<file path="src/rtl/alu_ctrl_muldiv.sv">
// EX-stage ALU control with an iterative mult/div sequencer owning HI/LO.
// Optional MULDIV_EARLY_OUT_EN: multiply exits once the remaining multiplier bits are zero.
module alu_ctrl_muldiv #(
  parameter int WIDTH = 32
) (
  input  logic             clk,
  input  logic             reset,
  input  logic             valid,
  input  logic [2:0]       ALUOp,
  input  logic [5:0]       funct,
  input  logic [WIDTH-1:0] src_a,
  input  logic [WIDTH-1:0] src_b,
  output logic [3:0]       ALUControl,
  output logic             md_sel,
  output logic [WIDTH-1:0] md_result,
  output logic             stall,
  output logic             md_busy,
  output logic             md_done,
  output logic [WIDTH-1:0] hi,
  output logic [WIDTH-1:0] lo
);
  localparam logic [1:0] IDLE = 2'd0;
  localparam logic [1:0] MUL  = 2'd1;
  localparam logic [1:0] DIV  = 2'd2;
  localparam logic [1:0] FIX  = 2'd3;
  localparam int CW = $clog2(WIDTH) + 1;

  localparam logic [5:0] F_MFHI  = 6'b010000;
  localparam logic [5:0] F_MTHI  = 6'b010001;
  localparam logic [5:0] F_MFLO  = 6'b010010;
  localparam logic [5:0] F_MTLO  = 6'b010011;
  localparam logic [5:0] F_MULT  = 6'b011000;
  localparam logic [5:0] F_MULTU = 6'b011001;
  localparam logic [5:0] F_DIV   = 6'b011010;
  localparam logic [5:0] F_DIVU  = 6'b011011;

  always_comb begin
    ALUControl = 4'b0000;
    unique case (ALUOp)
      3'b000: ALUControl = 4'b0010;
      3'b001: ALUControl = 4'b0110;
      3'b011: ALUControl = 4'b0000;
      3'b100: ALUControl = 4'b0001;
      3'b101: ALUControl = 4'b0111;
      3'b110: ALUControl = 4'b0101;
      3'b111: ALUControl = 4'b0011;
      3'b010: begin
        case (funct)
          6'b100000, 6'b100001: ALUControl = 4'b0010;
          6'b100010, 6'b100011: ALUControl = 4'b0110;
          6'b100100: ALUControl = 4'b0000;
          6'b100101: ALUControl = 4'b0001;
          6'b100110: ALUControl = 4'b0011;
          6'b100111: ALUControl = 4'b1100;
          6'b101010: ALUControl = 4'b0111;
          6'b101011: ALUControl = 4'b0101;
          default:   ALUControl = 4'b0000;
        endcase
      end
    endcase
  end

  logic [1:0]         state;
  logic [CW-1:0]      cnt;
  logic [2*WIDTH-1:0] acc, mcand;
  logic [WIDTH-1:0]   mplier, rem, quo, dvsr, a_keep;
  logic               neg, rneg, dz;

  logic md_op, idle, sgn, start_mul, start_div;
  logic [WIDTH-1:0] a_mag, b_mag;

  assign md_op = valid && (ALUOp == 3'b010) &&
                 (funct inside {F_MFHI, F_MTHI, F_MFLO, F_MTLO,
                                F_MULT, F_MULTU, F_DIV, F_DIVU});
  assign idle      = (state == IDLE);
  assign stall     = md_op && !idle;
  assign md_busy   = !idle;
  assign md_sel    = md_op && !stall &&
                     (funct == F_MFHI || funct == F_MFLO);
  assign md_result = (funct == F_MFHI) ? hi : lo;

  // funct[0] clear selects the signed variant for both mult and div
  assign sgn       = ~funct[0];
  assign start_mul = md_op && idle && (funct == F_MULT || funct == F_MULTU);
  assign start_div = md_op && idle && (funct == F_DIV || funct == F_DIVU);
  assign a_mag     = (sgn && src_a[WIDTH-1]) ? -src_a : src_a;
  assign b_mag     = (sgn && src_b[WIDTH-1]) ? -src_b : src_b;

  logic [WIDTH-1:0] mplier_nx;
  logic [WIDTH:0]   trial, diff;
  logic             mul_last, last;

  assign mplier_nx = mplier >> 1;
  assign trial     = {rem, quo[WIDTH-1]};
  assign diff      = trial - {1'b0, dvsr};
  assign last      = (cnt == CW'(WIDTH - 1));
`ifdef MULDIV_EARLY_OUT_EN
  assign mul_last  = last || (mplier_nx == '0);
`else
  assign mul_last  = last;
`endif

  always_ff @(posedge clk) begin
    if (reset) begin
      state   <= IDLE;
      hi      <= '0;
      lo      <= '0;
      md_done <= 1'b0;
      cnt     <= '0;
      acc     <= '0;
      mcand   <= '0;
      mplier  <= '0;
      rem     <= '0;
      quo     <= '0;
      dvsr    <= '0;
      a_keep  <= '0;
      neg     <= 1'b0;
      rneg    <= 1'b0;
      dz      <= 1'b0;
    end else begin
      md_done <= 1'b0;
      unique case (state)
        IDLE: begin
          cnt    <= '0;
          neg    <= sgn && (src_a[WIDTH-1] ^ src_b[WIDTH-1]);
          rneg   <= sgn && src_a[WIDTH-1];
          dz     <= (src_b == '0);
          a_keep <= src_a;
          if (start_mul) begin
            state  <= MUL;
            acc    <= '0;
            mcand  <= {{WIDTH{1'b0}}, a_mag};
            mplier <= b_mag;
          end else if (start_div) begin
            state <= DIV;
            rem   <= '0;
            quo   <= a_mag;
            dvsr  <= b_mag;
          end else if (md_op && funct == F_MTHI) begin
            hi <= src_a;
          end else if (md_op && funct == F_MTLO) begin
            lo <= src_a;
          end
        end
        MUL: begin
          if (mplier[0]) acc <= acc + mcand;
          mcand  <= mcand << 1;
          mplier <= mplier_nx;
          cnt    <= cnt + CW'(1);
          if (mul_last) state <= FIX;
        end
        DIV: begin
          if (!diff[WIDTH]) begin
            rem <= diff[WIDTH-1:0];
            quo <= {quo[WIDTH-2:0], 1'b1};
          end else begin
            rem <= trial[WIDTH-1:0];
            quo <= {quo[WIDTH-2:0], 1'b0};
          end
          cnt <= cnt + CW'(1);
          if (last) state <= FIX;
        end
        FIX: begin
          state   <= IDLE;
          md_done <= 1'b1;
          if (dvsr == '0 && dz) begin
            lo <= '1;
            hi <= a_keep;
          end else if (dvsr != '0) begin
            lo <= neg  ? -quo : quo;
            hi <= rneg ? -rem : rem;
          end else begin
            {hi, lo} <= neg ? -acc : acc;
          end
        end
      endcase
      // a multiply leaves dvsr cleared so FIX can tell the two apart
      if (start_mul) dvsr <= '0;
      if (start_mul) dz <= 1'b0;
    end
  end
endmodule

</file>
<file path="config.mk">
export PLATFORM = sky130hd
export DESIGN_NAME = alu_ctrl_muldiv
export DESIGN_NICKNAME = d
export VERILOG_FILES = /design/src/rtl/alu_ctrl_muldiv.sv
export SDC_FILE = /design/constraint.sdc
export NUM_CORES = 1
export LEC_CHECK = 0
export CAP_MARGIN = 10
export CELL_PAD_IN_SITES_DETAIL_PLACEMENT = 1
export CELL_PAD_IN_SITES_GLOBAL_PLACEMENT = 2
export CORE_ASPECT_RATIO = 1.2
export CORE_MARGIN = 4
export CORE_UTILIZATION = 32
export CTS_CLUSTER_SIZE = 30
export DETAILED_ROUTE_END_ITERATION = 16
export PLACE_DENSITY = 0.77
export SETUP_SLACK_MARGIN = 0.4
export SLEW_MARGIN = 20
export SYNTH_ARGS = -nofsm -noshare
export SYNTH_HDL_FRONTEND = slang
export SYNTH_SLANG_ARGS = --single-unit
export TNS_END_PERCENT = 5
</file>
<file path="constraint.sdc">
create_clock -name clk -period 3.65 [get_ports clk]
set_input_delay 0.73 -clock clk [delete_from_list [all_inputs] [get_ports clk]]
set_output_delay 0.73 -clock clk [all_outputs]
set_load 0.1 [all_outputs]
</file>
==> flow_metrics.py, run 1 <==
metrics = {
    "power": {
        "power_switching_mw": 5.416,
        "total_power_mw": 14.30,
        "powerDensity_nw_per_um2": 437.3,
        "internal_power_mw": 8.881,
        "peakVddDrop_v": 0.0003313,
        "p_seq_share_pct": 32.5,
        "p_sw_share_pct": 37.88,
        "p_comb_share_pct": 32.7,
        "clockPowerShare_pct": 34.8,
        "cellLeakagePower_nw": 13.37,
    },
    "critical_path": {
        "crit_slowest_cell": "a221o_1",
        "rr_startpoint": "quo[31]$_SDFFE_PP0P_",
        "r2r-end": "rem[0]$_SDFFE_PP0P_",
        "cp.arrival_ns": 4.05,
        "regToRegSetupSlack_ns": 0.12,
        "critPathBufInv": 3,
        "crit_family": "compound AO/OA/AOI/OAI gates",
        "end_kind": "register",
        "worstPathRequired_ns": 4.17,
        "cp_max_fo": 6,
        "reg2reg_depth": 16,
        "start_kind": "register",
        "crit_type": "reg2reg",
        "critPathMaxStageDelay_ns": 0.38,
        "path_cells": "inv_2 > ha_4 > fa_2 > nor2b_2 > o31a_2 > o221ai_4 > a22oi_2 > a22oi_2 > o31ai_2 > a221o_1 > a311oi_4 > xnor2_4 > buf_12 > buf_12 > mux2i_2 > a22o_1",
    },
    "synthesis": {
        "synthCells": 3207,
        "syn_nets": 3391,
        "seq_area_frac_synth_pct": 29.26,
        "yosys_warnings": 0,
        "synth_flop_cell": "dfxtp_1",
        "yosysUniqueCellTypes": 94,
        "netlist_area_um2": 24900,
        "ys_async_sr_fraction_pct": 0,
        "synth_seq_cells": 364,
        "synth-edff-count": 0,
        "synth_area_per_cell_um2": 7.765,
    },
    "floorplanning": {
        "initial_utilization_pct": 32.42,
        "coreArea_um2": 76800,
        "dieArea_um2": 82360,
        "fp.dieH_um": 313.6,
        "ios": 180,
        "die_w_um": 262.7,
        "rows": 111,
    },
    "hold_path": {
        "holdPathEnd": "mplier[4]$_SDFFE_PP0P_",
        "hold_depth": 2,
        "min-delay-start": "mplier[4]$_SDFFE_PP0P_",
        "holdCritPathClass": "reg2reg",
    },
    "placement": {
        "dpl.hpwl_um": 82530,
        "io_buffers": 179,
        "gp_congestion": 0.9318,
        "dp_slack_ns": -0.2610,
    },
    "timing": {
        "fmax_mhz": 283.2,
        "setup_viol": 0,
        "max_slew.worst_pin.slew_ns": 1.041,
        "rsz0062_at_grt": "true",
        "fin_ws_ns": 0.1187,
        "period_minus_slack_ns": 3.531,
        "hold_viol_final": 0,
        "timing.hold.ws_ns": 0.4527,
        "slew_viol_final": 0,
        "timing.final.crit_share_pct": 96.75,
        "slew-limit-headroom_pct": 30.36,
        "fin_skew_ns": 0.03193,
    },
    "layout": {
        "final_nets": 3665,
        "drive_above_1_share_pct": 19.32,
        "post-route-util_pct": 42.57,
        "num-fill-cells": 9004,
        "layout_commonest_cell": "nand2_1",
        "areaGrowthSynthToFinish_pct": 31.28,
        "most-common-layout-cells": "nand2_1, dfxtp_1, nor2_1",
    },
    "route": {
        "viasPerCell": 5.657,
        "ant_nets": 0,
        "routed_wl_um": 106600,
        "drc": 0,
        "vias": 25650,
        "drtIter0Drc": 1644,
        "routedWlPerCell_um": 23.51,
        "drtPass1Iterations": 6,
    },
    "clocking": {
        "clock_sink_count": 364,
        "clock_latency_ns": 0.60,
        "clk_path_buf_depth": 3,
        "clk_transition_reported_paths_ns": 0.06,
        "ctsHoldBuffers": 0,
        "ctsRootBufferMaster": "clkbuf_16",
        "h-tree-depth": 2,
        "cts_tree": "yes",
        "cts_inserted_buffers": 46,
    },
    "flow_run": {
        "maxCapViolCount": 0,
    },
    "global_routing": {
        "grt_pass1_wl_um": 161000,
        "antenna_found_initial": 4,
        "grt.total_usage_pct": 24.46,
        "grt_pass1_vias": 26540,
        "grt_overflow_total": 0,
        "grt_max_degree": 95,
    },
    "run_status": {
        "status": "completed",
    },
}
[state kept, by name, indices dropped and copies added, names as in the netlist]
| signal | flops |
|---|---|
| dvsr | 32 |
| rem | 32 |
| mplier | 32 |
| state | 2 |
| mcand | 64 |
| acc | 64 |
| dz | 1 |
| cnt | 6 |
| a_keep | 32 |
| neg | 1 |
| quo | 32 |
| hi | 32 |
| rneg | 1 |
| lo | 32 |
| md_done | 1 |
[worst max path at each step]
| stage | startpoint | to | slack, ns | cells past startpoint |
|---|---|---|---|---|
| 2_1_floorplan | quo[31]$_SDFFE_PP0P_ | rem[24]$_SDFFE_PP0P_ | 0.07 | 15 |
| 3_3_place_gp | acc[1]$_SDFFE_PP0P_ | hi[16]$_SDFFE_PP0P_ | -0.24 | 16 |
| 3_5_place_dp | ALUOp[2] | hi[16]$_SDFFE_PP0P_ | -0.26 | 11 |
| 4_1_cts | quo[31]$_SDFFE_PP0P_ | rem[14]$_SDFFE_PP0P_ | 0.13 | 17 |
| 5_1_grt | quo[31]$_SDFFE_PP0P_ | rem[15]$_SDFFE_PP0P_ | -0.04 | 17 |
| 6_report | quo[31]$_SDFFE_PP0P_ | rem[0]$_SDFFE_PP0P_ | 0.12 | 16 |
[cell families after synthesis]
kind of cell               after synthesis  synth area share (%)
AOI/OAI and AO/OA                      975                 25.98
xor gates and xnor gates               267                 9.421
adders and majority gates              108                 5.487
buffers and inverters                  293                 4.959
DFF                                    364                 29.26
muxes                                  116                 4.829
and+or+nand+nor                       1084                 20.06
[synth_stat cells (all sizes together), types with 49 or more instances]
| library cell | instances | share of area (%) |
|---|---|---|
| a21o | 81 | 2.4 |
| a21oi | 235 | 4.7 |
| a22oi | 89 | 2.7 |
| clkbuf | 203 | 3.5 |
| dfxtp | 364 | 29 |
| ha | 106 | 5.3 |
| inv | 71 | 1.1 |
| mux2i | 83 | 3.3 |
| nand2 | 399 | 6.0 |
| nor2 | 341 | 5.2 |
| nor3 | 58 | 1.2 |
| o211ai | 49 | 1.5 |
| o21ai | 211 | 4.2 |
| o31ai | 54 | 1.7 |
| xnor2 | 136 | 4.8 |
| xor2 | 131 | 4.6 |
[metrics by stage]
stage                     area, um^2  std cells  setup TNS, ns
after detailed placement       29460       4431         -1.031
after global routing           32690       4532        -0.1095
after global placement         29460       4431         -1.157
final                          32690       4534              0
after CTS                      31490       4525              0
after floorplan                24910       3207              0
[area by class of cell]
type,instances,area [um^2],share of cell area [%]
antenna,2,5.005,0.01531
clock buffer,66,1366,4.179
clock inverter,16,262.8,0.8037
inverter,72,276.5,0.8458
multi-input combinational,2550,17760,54.32
sequential,364,7327,22.41
tap,1017,1272,3.892
timing repair buffer,447,4424,13.53
[worst reg2reg max path, stage by stage, from the launching register on]
cell	delay, ns
dfxtp_2	0.32
inv_2	0.09
ha_4	0.15
fa_2	0.21
nor2b_2	0.05
o31a_2	0.32
o221ai_4	0.21
a22oi_2	0.13
a22oi_2	0.26
o31ai_2	0.11
a221o_1	0.38
a311oi_4	0.37
xnor2_4	0.20
buf_12	0.16
buf_12	0.13
mux2i_2	0.22
a22o_1	0.16
[power by group through the flow]
stage               Clock (mW)  Combinational (mW)  Sequential (mW)
detailed placement           0                4.45             4.70
CTS                       5.06                4.50             4.62
global placement             0                4.36             4.68
global route              5.24                4.94             4.68
finish                    4.98                4.68             4.64
floorplan                    0                2.33             5.21
[what timing repair did]
| item | CTS | global route |
|---|---|---|
| resized for setup | 55 | 273 |
| setup buffers | 9 | 7 |
| endpoints found under the setup margin | 99 | 151 |
| gates cloned | 3 | 0 |
| pin swaps | 17 | 117 |
[metal layers]
metal  up-vias  part of all wire (%)  global-route usage (%)
met2       533                    52                   45.86
met1     12740                    39                   27.25
met4         4                   5.5                   11.25
met3       228                   3.6                   3.523
li1      12140                     -                       -
met5         -                 0.024                       0
Power figures use the tool's default switching activity.
==> inputs of run 2 (changes only) <==
ABC_AREA = 1   (was unset)
CORE_UTILIZATION = 29   (was 32)
PLACE_DENSITY = 0.78   (was 0.77)
SETUP_SLACK_MARGIN = unset   (was 0.4)
==> run 2 against run 1 <==
Net effect:
- worst hold slack worse by 0.0015 ns
- core utilization down 7.8 points
- critical path depth decreased by 10
- largest cell class unchanged
- power is essentially flat
- clock power down 7.2%
==> flow_metrics.py, run 2 <==
metrics = {
    "run_status": {
        "status": "completed",
    },
    "critical_path": {
        "rr_startpoint": "mcand[0]$_SDFFE_PP0P_",
        "start_kind": "input port",
        "cp.arrival_ns": 2.65,
        "cp-startpoint": "funct[1]",
        "reg2reg_depth": 17,
        "end_kind": "output pin",
        "worstPathRequired_ns": 2.92,
        "crit_type": "in2out",
        "cp_max_fo": 32,
    },
    "route": {
        "viasPerCell": 5.215,
        "drtPass1Iterations": 5,
        "vias": 34530,
        "drc": 0,
        "ant_nets": 0,
        "drtIter0Drc": 2059,
        "routed_wl_um": 143000,
        "routedWlPerCell_um": 21.60,
    },
    "layout": {
        "layout_commonest_cell": "nand2_1",
        "antenna_cells": 0,
        "reg_top3": "acc: 64 flops, mcand: 64 flops",
        "most-common-layout-cells": "nand2_1, inv_1, nor2_1",
        "post-route-util_pct": 34.77,
        "areaGrowthSynthToFinish_pct": 18.76,
        "final_nets": 5420,
        "drive_above_1_share_pct": 5.772,
        "final_cell_area_um2": 34860,
    },
    "placement": {
        "io_buffers": 179,
        "dp_slack_ns": 0.2102,
        "placedInstanceArea_um2": 33390,
        "gp_congestion": 0.9687,
        "dpl.hpwl_um": 116400,
    },
    "global_routing": {
        "grt_max_degree": 162,
        "grt.total_usage_pct": 26.00,
        "antenna_found_initial": 1,
        "grt_pass1_wl_um": 214200,
        "top_usage_layer": "met2",
        "grt_pass1_vias": 34730,
        "grt_overflow_total": 0,
        "grtUsageMet1_pct": 33.61,
        "use_met3_pct": 2.027,
        "met2_usage_pct": 46.23,
    },
    "timing": {
        "period_minus_slack_ns": 3.377,
        "slew_viol_final": 0,
        "max_slew.worst_pin.slew_ns": 1.093,
        "timing.final.crit_share_pct": 92.52,
        "fin_ws_ns": 0.2731,
        "hold_viol_final": 0,
        "slew-limit-headroom_pct": 27.14,
        "rsz0062_at_grt": "false",
        "setup_viol": 0,
        "fin_skew_ns": 0.02713,
        "fmax_mhz": 296.1,
    },
    "power": {
        "internal_power_mw": 8.344,
        "p_seq_share_pct": 33.0,
        "cellLeakagePower_nw": 17.08,
        "p_sw_share_pct": 41.60,
        "p_comb_share_pct": 34.7,
        "peakVddDrop_v": 0.0003809,
        "clockPowerShare_pct": 32.3,
        "powerDensity_nw_per_um2": 409.9,
        "power_switching_mw": 5.943,
    },
    "floorplanning": {
        "coreArea_um2": 100300,
        "ios": 180,
        "fp.dieH_um": 356.5,
        "rows": 127,
        "die_w_um": 298.4,
        "initial_utilization_pct": 29.27,
        "dieArea_um2": 106400,
    },
    "clocking": {
        "clock_latency_ns": 0.61,
        "cts_inserted_buffers": 46,
        "clk_transition_reported_paths_ns": 0.06,
        "clock_sink_count": 364,
        "ctsRootBufferMaster": "clkbuf_16",
        "post_cts_buffers": 0,
        "cts_tree": "yes",
        "ctsHoldBuffers": 0,
        "cts_resized": 0,
        "clk_path_buf_depth": 3,
        "h-tree-depth": 2,
    },
    "synthesis": {
        "netlist_area_um2": 29350,
        "synth-xor-area-share_pct": 2.835,
        "yosys-top-cells-area": "dfxtp_1, nand2_1, inv_1, a21oi_1, nand3_1",
        "ys_async_sr_fraction_pct": 0,
        "synth_top_area_share_pct": 24.83,
        "synth_adder_area_share_pct": 4.655,
        "synthCells": 5098,
        "synth_top_family_by_area": "simple AND/OR/NAND/NOR gates",
        "yosys_warnings": 0,
        "muxShareOfSynthArea_pct": 1.228,
        "synthSimpleGateAreaFrac_pct": 37.03,
        "synth.most_common_cell": "nand2_1",
        "synth_seq_cells": 364,
        "synth-edff-count": 0,
        "synth_area_per_cell_um2": 5.758,
        "seq_area_frac_synth_pct": 24.83,
        "synth.top_cells.by_count": "nand2_1, inv_1, nor2_1, a21oi_1, nand3_1",
        "yosysUniqueCellTypes": 51,
        "synth_flop_cell": "dfxtp_1",
        "synth-compound-area-share_pct": 17.98,
        "syn_nets": 5282,
        "yosys.area.top_type": "dfxtp_1",
    },
    "hold_path": {
        "min-delay-start": "mplier[4]$_SDFFE_PP0P_",
        "hold_depth": 2,
        "holdCritPathClass": "reg2reg",
    },
    "flow_run": {
        "maxCapViolCount": 0,
    },
}
==> run 2: kinds of logic after synthesis <==
logic type	Yosys count
compound gates	1004
buf+inv	879
flops	364
simple gates	2616
xor+xnor	95
fa+ha+maj	108
mux	32
==> run 2: critical path, stage by stage <==
cell and delay (ns):
clkdlybuf4s50_1 0.59, inv_1 0.26, nand4_1 0.23, buf_12 0.22, mux2_2 0.40, buf_12 0.18
==> run 2: path summary, 6_finish.rpt <==
path	slack, ns	end
max	0.27	md_result[28]
min	0.45	mplier[4]$_SDFFE_PP0P_
max reg2reg	0.52	acc[46]$_SDFFE_PP0P_
min reg2reg	0.45	mplier[4]$_SDFFE_PP0P_
==> run 2: area by class of cell <==
cell class,instances,area [um^2]
Clock buffer,60,1255
Clock inverter,19,211.5
Fill cell,13280,65410
Inverter,692,2601
Multi-Input combinational cell,3855,18760
Sequential cell,364,7291
Tap cell,1354,1694
Timing Repair Buffer,277,3044
==> run 2: stage by stage <==
step | power (mW) | TNS, ns | hold slack, ns | instances
after CTS | 14.38 | 0 | 0.4521 | 6621
final | 14.29 | 0 | 0.4512 | 6621
after global placement | 9.682 | 0 | 0.4319 | 6542
after detailed placement | 9.728 | 0 | 0.4426 | 6542
after floorplan | 7.875 | -0.08076 | 0.4237 | 5098
after global routing | 14.87 | 0 | 0.4798 | 6621
==> run 2: layer usage <==
layer  up-vias  wire length [um]
li1      16780                 -
met1     16820             63740
met2       740             69270
met3       184              5450
met4         0              4583
met5         -                 0
==> run 2: power groups by stage <==
stage	Clock [mW]	Sequential, mW	Combinational (mW)
3_5_place_dp	0	4.80	4.93
3_3_place_gp	0	4.78	4.90
4_1_cts	4.72	4.71	4.95
6_report	4.62	4.72	4.95
2_1_floorplan	0	5.33	2.54
5_1_grt	4.86	4.76	5.25
==> inputs of run 3 (changes only) <==
PLACE_DENSITY = unset   (was 0.78)
PLACE_DENSITY_LB_ADDON = 0.1   (was unset)
==> run 3 against run 2 <==
Net effect:
- clock skew rose by 0.015 ns
- count of clock-buffer cells in the layout grew 4
- sequential share of layout area down 0.082 points
- sequential cell count is the same
- first-iteration DRC count grew 5.8%
- register-to-register slack lost 0.07 ns
- non-clock buffer count fell by 2
- setup slack gained 0.10 ns
- sequential power barely moved
- die area unchanged
- global-route usage grew 1.1 points
- critical path type unchanged
- largest cell class unchanged
==> flow_metrics.py, run 3 (same netlist as run 2, synthesis figures left out) <==
metrics = {
    "critical_path": {
        "rr_startpoint": "acc[0]$_SDFFE_PP0P_",
        "cp_max_fo": 5,
        "reg2reg_depth": 17,
        "r2r-end": "acc[62]$_SDFFE_PP0P_",
        "start_kind": "input port",
        "regToRegSetupSlack_ns": 0.45,
        "end_kind": "output pin",
        "cp.arrival_ns": 2.54,
        "worstPathRequired_ns": 2.92,
        "crit_type": "in2out",
    },
    "clocking": {
        "clk_path_buf_depth": 3,
        "cts_resized": 0,
        "ctsRootBufferMaster": "clkbuf_16",
        "clk_transition_reported_paths_ns": 0.05,
        "cts_inserted_buffers": 49,
        "h-tree-depth": 2,
        "ctsHoldBuffers": 0,
        "clock_sink_count": 364,
        "cts_tree": "yes",
        "clock_latency_ns": 0.63,
        "post_cts_buffers": 0,
    },
    "placement": {
        "dp.cells": 6540,
        "dp_slack_ns": 0.2957,
        "gp_congestion": 0.9624,
        "io_buffers": 179,
        "placedInstanceArea_um2": 33350,
        "dpl.hpwl_um": 120600,
    },
    "route": {
        "drtPass1Iterations": 5,
        "ant_nets": 0,
        "vias": 34250,
        "routedWlPerCell_um": 22.55,
        "drc": 0,
        "drtIter0Drc": 2179,
        "viasPerCell": 5.166,
        "routed_wl_um": 149500,
    },
    "global_routing": {
        "grt.total_usage_pct": 27.13,
        "grt_pass1_wl_um": 220900,
        "grt_pass1_vias": 34650,
        "antenna_found_initial": 3,
        "grt_max_degree": 162,
        "grt_overflow_total": 0,
    },
    "layout": {
        "most-common-layout-cells": "nand2_1, inv_1, nor2_1",
        "final_nets": 5421,
        "areaGrowthSynthToFinish_pct": 19.22,
        "layout_commonest_cell": "nand2_1",
        "finalNonFillerCells": 6630,
        "drive_above_1_share_pct": 5.953,
        "post-route-util_pct": 34.90,
        "final_cell_area_um2": 34990,
        "reg_top3": "acc: 64 flops, mcand: 64 flops",
    },
    "timing": {
        "fin_ws_ns": 0.3762,
        "fmax_mhz": 305.5,
        "setup_tns_ns": 0,
        "slew-limit-headroom_pct": 31.43,
        "slew_viol_final": 0,
        "fin_skew_ns": 0.04226,
        "period_minus_slack_ns": 3.274,
        "timing.final.crit_share_pct": 89.69,
        "rsz0062_at_grt": "false",
        "hold_viol_final": 0,
        "max_slew.worst_pin.slew_ns": 1.025,
        "setup_viol": 0,
    },
    "power": {
        "cellLeakagePower_nw": 17.16,
        "peakVddDrop_v": 0.0003447,
        "powerDensity_nw_per_um2": 422.0,
    },
    "floorplanning": {
        "die_w_um": 298.4,
        "fp.dieH_um": 356.5,
        "dieArea_um2": 106400,
        "rows": 127,
        "coreArea_um2": 100300,
        "initial_utilization_pct": 29.27,
        "ios": 180,
    },
    "hold_path": {
        "holdCritPathClass": "reg2reg",
        "hold_depth": 2,
        "holdPathEnd": "mplier[3]$_SDFFE_PP0P_",
        "min-delay-start": "mplier[3]$_SDFFE_PP0P_",
    },
    "flow_run": {
        "maxCapViolCount": 0,
    },
    "run_status": {
        "status": "completed",
    },
}
==> run 3: cell count changes in the layout (fill, tap and decap cells not counted), sizes merged <==
cell	previous run	this run
clkinv	13	18
clkbuf	60	64
buf	143	141
bufinv	3	5
diode	0	1
inv	692	691
==> run 3: worst max-delay path by stage <==
| stage | startpoint | slack, ns | depth (start not counted) | endpoint |
|---|---|---|---|---|
| after floorplan | funct[1] | -0.08 | 7 | ALUControl[0] |
| after global placement | src_a[31] | 0.27 | 9 | quo[8]$_SDFFE_PP0P_ |
| after detailed placement | ALUOp[1] | 0.30 | 13 | acc[34]$_SDFFE_PP0P_ |
| after CTS | funct[1] | 0.39 | 8 | ALUControl[1] |
| after global routing | acc[1]$_SDFFE_PP0P_ | 0.20 | 14 | hi[26]$_SDFFE_PP0P_ |
| final | funct[1] | 0.38 | 8 | ALUControl[0] |
==> run 3: metrics by stage <==
| step | hold WS, ns | power (mW) |
|---|---|---|
| 2_1_floorplan | 0.4237 | 7.875 |
| 3_3_place_gp | 0.4369 | 9.724 |
| 3_5_place_dp | 0.4447 | 9.747 |
| 4_1_cts | 0.4540 | 14.88 |
| 5_1_grt | 0.4976 | 15.37 |
| 6_report | 0.4562 | 14.77 |
==> run 3: report_power, final <==
part           total, mW  internal [mW]  switching [mW]
Clock               5.08           2.97            2.12
Sequential          4.75           4.35           0.403
Combinational       4.93           1.33            3.60
Total               14.8           8.65            6.12
==> run 3: final cells by class <==
type,count,area (um^2)
Fill cell,13240,65270
Multi-Input combinational cell,3855,18760
Sequential cell,364,7291
Timing Repair Buffer,275,3004
Inverter,692,2601
Tap cell,1354,1694
Clock buffer,64,1353
Clock inverter,25,287.8
Antenna cell,1,2.502
==> run 3: metal layers <==
metal | global-route usage [%] | wire length, um
met1 | 35.47 | 68270
met2 | 48.06 | 72350
met3 | 2.057 | 4441
met4 | 7.507 | 4438
met5 | 0 | 18
==> run 3: worst max-delay path, stage by stage <==
cell and delay [ns]:
clkdlybuf4s50_1 0.48, inv_1 0.17, nor2_1 0.20, inv_1 0.06, nor4_1 0.34, a211oi_1 0.10, o21bai_1 0.25, buf_12 0.21
